===== src/rtl/inv_pkg.sv =====
// Shared types for the matrix-inverse datapath: word format, row vector
// and the row sequencer's state encoding.
package inv_pkg;

    localparam int WORD_W = 27;
    localparam int ROW_N  = 15;

    typedef logic [WORD_W-1:0] word_t;
    typedef word_t [ROW_N-1:0] row_vec_t;

    typedef enum logic [2:0] {
        IDLE,
        LOAD,
        COMPUTE,
        CAPTURE,
        DRAIN,
        DONE
    } state_t;

endpackage


===== src/rtl/div_row_sequencer.sv =====
// Feeds one matrix row plus a pivot into the n-lane array divider, holds the
// operands while the divider runs for its fixed latency, captures the
// quotients and streams them back out one word at a time with back-pressure.
module div_row_sequencer
    import inv_pkg::*;
#(
    parameter int N       = ROW_N,
    parameter int W       = WORD_W,
    parameter int DIV_LAT = 6,
    localparam int IDX_W  = (N > 1) ? $clog2(N) : 1
) (
    input  logic               clk,
    input  logic               rst,
    input  logic               start,
    input  logic [W-1:0]       pivot,
    input  logic               in_valid,
    input  logic [W-1:0]       in_data,
    output logic               in_ready,
    output logic               div_en,
    output logic               div_rst,
    output logic [N*W-1:0]     div_dataa,
    output logic [N*W-1:0]     div_datab,
    input  logic [N*W-1:0]     div_result,
    output logic               out_valid,
    output logic [W-1:0]       out_data,
    output logic [IDX_W-1:0]   out_index,
    input  logic               out_ready,
    output logic               busy,
    output logic               done
);

    localparam int LAT_W = (DIV_LAT > 1) ? $clog2(DIV_LAT) : 1;
    localparam logic [IDX_W-1:0] LAST_IDX = IDX_W'(N - 1);
    localparam logic [LAT_W-1:0] LAST_LAT = LAT_W'(DIV_LAT - 1);

    state_t state;
    state_t next_state;

    logic [IDX_W-1:0]      load_cnt;
    logic [LAT_W-1:0]      lat_cnt;
    logic [W-1:0]          pivot_q;
    logic [N-1:0][W-1:0]   operand_q;
    logic [N-1:0][W-1:0]   result_q;
    logic                  accept_start;

    // Operands always come from registers so the divider never sees a
    // half-assembled row or a live input word.
    assign div_dataa = operand_q;
    assign div_datab = {N{pivot_q}};
    assign out_data  = result_q[out_index];

    // A start pulse also flushes whatever the divider pipeline still holds.
    assign div_rst = rst | accept_start;

    // State register.
    always_ff @(posedge clk) begin
        if (rst) begin
            state <= IDLE;
        end else begin
            state <= next_state;
        end
    end

    // Next-state decode and the per-state handshake and control outputs.
    always_comb begin
        next_state   = state;
        in_ready     = 1'b0;
        div_en       = 1'b0;
        out_valid    = 1'b0;
        busy         = 1'b1;
        done         = 1'b0;
        accept_start = 1'b0;
        case (state)
            IDLE: begin
                busy = 1'b0;
                if (start) begin
                    accept_start = 1'b1;
                    next_state   = LOAD;
                end
            end
            LOAD: begin
                in_ready = 1'b1;
                if (in_valid && load_cnt == LAST_IDX) begin
                    next_state = COMPUTE;
                end
            end
            COMPUTE: begin
                div_en = 1'b1;
                if (lat_cnt == LAST_LAT) begin
                    next_state = CAPTURE;
                end
            end
            CAPTURE: begin
                next_state = DRAIN;
            end
            DRAIN: begin
                out_valid = 1'b1;
                if (out_ready && out_index == LAST_IDX) begin
                    next_state = DONE;
                end
            end
            DONE: begin
                done       = 1'b1;
                next_state = IDLE;
            end
            default: begin
                busy       = 1'b0;
                next_state = IDLE;
            end
        endcase
    end

    // Row assembly, latency counting, quotient capture and drain indexing.
    always_ff @(posedge clk) begin
        if (rst) begin
            load_cnt  <= '0;
            lat_cnt   <= '0;
            out_index <= '0;
            pivot_q   <= '0;
            operand_q <= '0;
            result_q  <= '0;
        end else begin
            case (state)
                IDLE: begin
                    if (start) begin
                        pivot_q   <= pivot;
                        load_cnt  <= '0;
                        lat_cnt   <= '0;
                        out_index <= '0;
                    end
                end
                LOAD: begin
                    if (in_valid) begin
                        operand_q[load_cnt] <= in_data;
                        if (load_cnt == LAST_IDX) begin
                            load_cnt <= '0;
                        end else begin
                            load_cnt <= load_cnt + 1'b1;
                        end
                    end
                end
                COMPUTE: begin
                    if (lat_cnt == LAST_LAT) begin
                        lat_cnt <= '0;
                    end else begin
                        lat_cnt <= lat_cnt + 1'b1;
                    end
                end
                CAPTURE: begin
                    result_q <= div_result;
                end
                DRAIN: begin
                    if (out_ready && out_index != LAST_IDX) begin
                        out_index <= out_index + 1'b1;
                    end
                end
                DONE: begin
                    out_index <= '0;
                end
                default: begin
                    load_cnt <= '0;
                end
            endcase
        end
    end

endmodule


===== config.mk =====
export PLATFORM = sky130hd
export DESIGN_NAME = div_row_sequencer
export DESIGN_NICKNAME = d
export VERILOG_FILES = /design/src/rtl/inv_pkg.sv /design/src/rtl/div_row_sequencer.sv
export SDC_FILE = /design/constraint.sdc
export NUM_CORES = 2
export LEC_CHECK = 0
export CAP_MARGIN = 20
export CORE_AREA = 4 4 508 510
export CTS_CLUSTER_DIAMETER = 80
export CTS_CLUSTER_SIZE = 12
export DETAILED_ROUTE_END_ITERATION = 16
export DIE_AREA = 0 0 512 514
export PLACE_DENSITY_LB_ADDON = 0.12
export SYNTH_ARGS = -nofsm -noshare
export SYNTH_HDL_FRONTEND = slang
export SYNTH_SLANG_ARGS = --single-unit

===== constraint.sdc =====
create_clock -name clk -period 2.4 [get_ports clk]
set_input_delay 0.24 -clock clk [delete_from_list [all_inputs] [get_ports clk]]
set_output_delay 0.24 -clock clk [all_outputs]
set_load 0.01 [all_outputs]

==> flow_summary.ini <==
[status]
status = complete, but fails checks
violations = setup timing

[timing]
rsz0062_at_grt = true
setup_tns_ns = -11.22
timing.final.crit_share_pct = 121
worstMarginPinSlew_ns = 0.825
fin_skew_ns = 0.0442
maxSlewHeadroom_pct = 45.0
hold_viol = 0
slew_viol_final = 0
max_freq_mhz = 345
setup_violations = 27
postLayoutSetupSlackWorst_ns = -0.501
finalCriticalPeriod_ns = 2.90

[finish]
num-nets-final = 5733
final_util_pct = 21.9
area_delta_synth_final_pct = 55.2
layout-drive-gt1-share_pct = 10.6

[global_routing]
grtUsageTotal_pct = 15.5
grt_pass1_vias = 33100
grt_max_degree = 149
grtUsageMet2_pct = 25.7
grt_pass1_wl_um = 288000
grtUsageMet1_pct = 19.7
top_usage_layer = met2
antenna_found_initial = 39
grt-ovfl-total = 0
grt_use_met3_pct = 4.10

[critical_path]
slowest_stage = mux4_2
arrival_ns = 2.66
r2r_slack_ns = 0.27
worstSetupPathType = register to output port
reg2regPathDepth = 8
cp_max_fo = 7
start_kind = register
setup.worst_path.end_class = output port
required_ns = 2.16
crit_chain = buf_12, buf_16, buf_8, mux4_2, mux2i_2, o21ai_2, buf_2
critPathMaxStageDelay_ns = 0.60

[yosys]
synth_seq_cells = 851
synth_area_leaders = dfxtp_1, nand2_1, a21oi_1
ys.flop_type = dfxtp_1
synth_area_sq_um = 35700
synth_top_area_share_pct = 47.7
syn_inst = 4271
syn_area_per_cell_sq_um = 8.37
netlist-cell-type-count = 45
syn-num-nets = 4737
async_flop_share_pct = 0
ys_warn_count = 0
ys_seq_area_share_pct = 47.7
synth.most_common_cell = nand2_1
synth-edff-count = 0
yosys-top-cells-count = nand2_1, dfxtp_1, a21oi_1
yosys.area.top_type = dfxtp_1

[place]
gp_congestion = 0.809
port_buffers = 1310
hpwl_um = 165000
pre_cts_slack_ns = -0.446

[detailed_routing]
first_pass_iters = 7
ant_nets = 0
viasPerCell = 3.83
routedWlPerCell_um = 24.5
dr_total_vias = 33300
drcViolationCount = 0
drt_iter0_drc = 2212
finalWirelength_um = 213000

[clock_tree]
cts_max_path_buffers = 3
root_buffer = clkbuf_16
clock_sinks = 851
htree_num_levels = 3
numCtsBuffers = 91
clock_latency_ns = 0.73
cts_tree = yes
clk_pin_slew_ns = 0.06

[run]
maxCapViolations = 0

[power_and_ir_drop]
powerDensity_nw_per_um2 = 666
irDropWorstVdd_v = 0.000447
p_leak_nw = 19.0

[floorplanning]
die_y_um = 514
dieArea_sq_um = 263000
die_x_um = 512
row_count = 185
initial_core_util_pct = 14.1
pin_count = 1311
core_area_sq_um = 253000

[worst_hold_path]
min_path_type = input pin to register
hold_depth = 3
[state kept, by name (all words and copies together) (netlist names)]
register and flops:
pivot_q 27, state 3, out_index 4, load_cnt 4, div_dataa 405, lat_cnt 3
result_q 405
[area by class of cell]
cell class,count,area (sq um)
fillers,27900,198000
flip-flops and latches,851,17100
repair buffers,1615,16600
multi-input cells,2676,14600
well taps,3366,4210
clock buffers,104,2410
clock inverters,28,422
inverters,32,120
diodes,13,32.5
[cell usage in the layout (no fill, tap or decap), types with 8 or more instances in the layout]
master | Yosys | routed
mux4_2 | 81 | 81
o221ai_1 | 27 | 26
dfxtp_2 | 0 | 18
dlygate4sd3_1 | 0 | 61
mux2i_1 | 220 | 216
buf_2 | 120 | 17
a21oi_1 | 687 | 687
nand2_1 | 1356 | 1355
buf_6 | 2 | 44
dfxtp_1 | 851 | 828
inv_1 | 32 | 32
o21ai_4 | 0 | 15
o21ai_0 | 35 | 8
clkbuf_16 | 0 | 92
buf_4 | 381 | 138
o211ai_1 | 27 | 27
nor2_1 | 174 | 174
nand3_1 | 15 | 10
diode_2 | 0 | 13
clkdlybuf4s50_1 | 0 | 1266
buf_12 | 0 | 69
o21ai_2 | 0 | 10
buf_8 | 0 | 8
[critical path: cells and delay by family (launching register included)]
family / cells / cell delay [ns]
muxes: 2 / 0.81
AOI/OAI and AO/OA: 1 / 0.13
buffers and inverters: 4 / 0.59
DFF: 1 / 0.39
[per-layer routing]
| layer | routed length [um] | share of wire, % | vias up |
|---|---|---|---|
| li1 | - | - | 15600 |
| met1 | 93300 | 44 | 16200 |
| met2 | 99900 | 47 | 1236 |
| met3 | 14600 | 6.8 | 205 |
| met4 | 5250 | 2.5 | 10 |
| met5 | 69 | 0.032 | - |
[cells by family (layout without fill, tap and decap cells)]
kind of cell / Yosys count / after routing / synth area share (%)
simple gates: 1590 / 1590 / 17.2
flops: 851 / 851 / 47.7
compound gates: 782 / 782 / 11.5
buf+inv: 744 / 1779 / 12.3
mux: 302 / 302 / 11.3
fa+ha+maj: 2 / 2 / 0.0700
other cells: 0 / 13 / 0
[power breakdown]
group | leakage [nW] | internal (mW) | switching, mW
Combinational | 10.8 | 3.72 | 3.85
Sequential | 6.87 | 14.6 | 0.479
Clock | 1.38 | 7.81 | 6.51
[per-stage QoR]
stage	hold WS [ns]	std cells	power, mW	instance area (sq um)
global placement	0.440	8457	23.0	51300
global route	0.0433	8679	38.6	55500
floorplan	0.376	4271	18.9	35700
detailed placement	0.445	8457	23.0	51300
finish	0.0879	8685	36.9	55500
CTS	0.000513	8672	37.8	55400
[final timing paths]
path	startpoint	to
max	out_index[0]	out_data[3]
min	in_data[25]	div_dataa[376]
max reg2reg	out_index[0]	out_index[2]
min reg2reg	div_dataa[253]	div_dataa[253]
[timing repair]
action / in CTS / in global routing
setup endpoints to repair: 213 / 42
hold buffers: 61 / 0
setup buffers: 27 / 2
hold endpoints to repair: 100 / 0
resized for setup: 290 / 15
pin swaps: 19 / 18
cloned: 3 / 0
No activity file was read; power rests on OpenSTA's default activity.
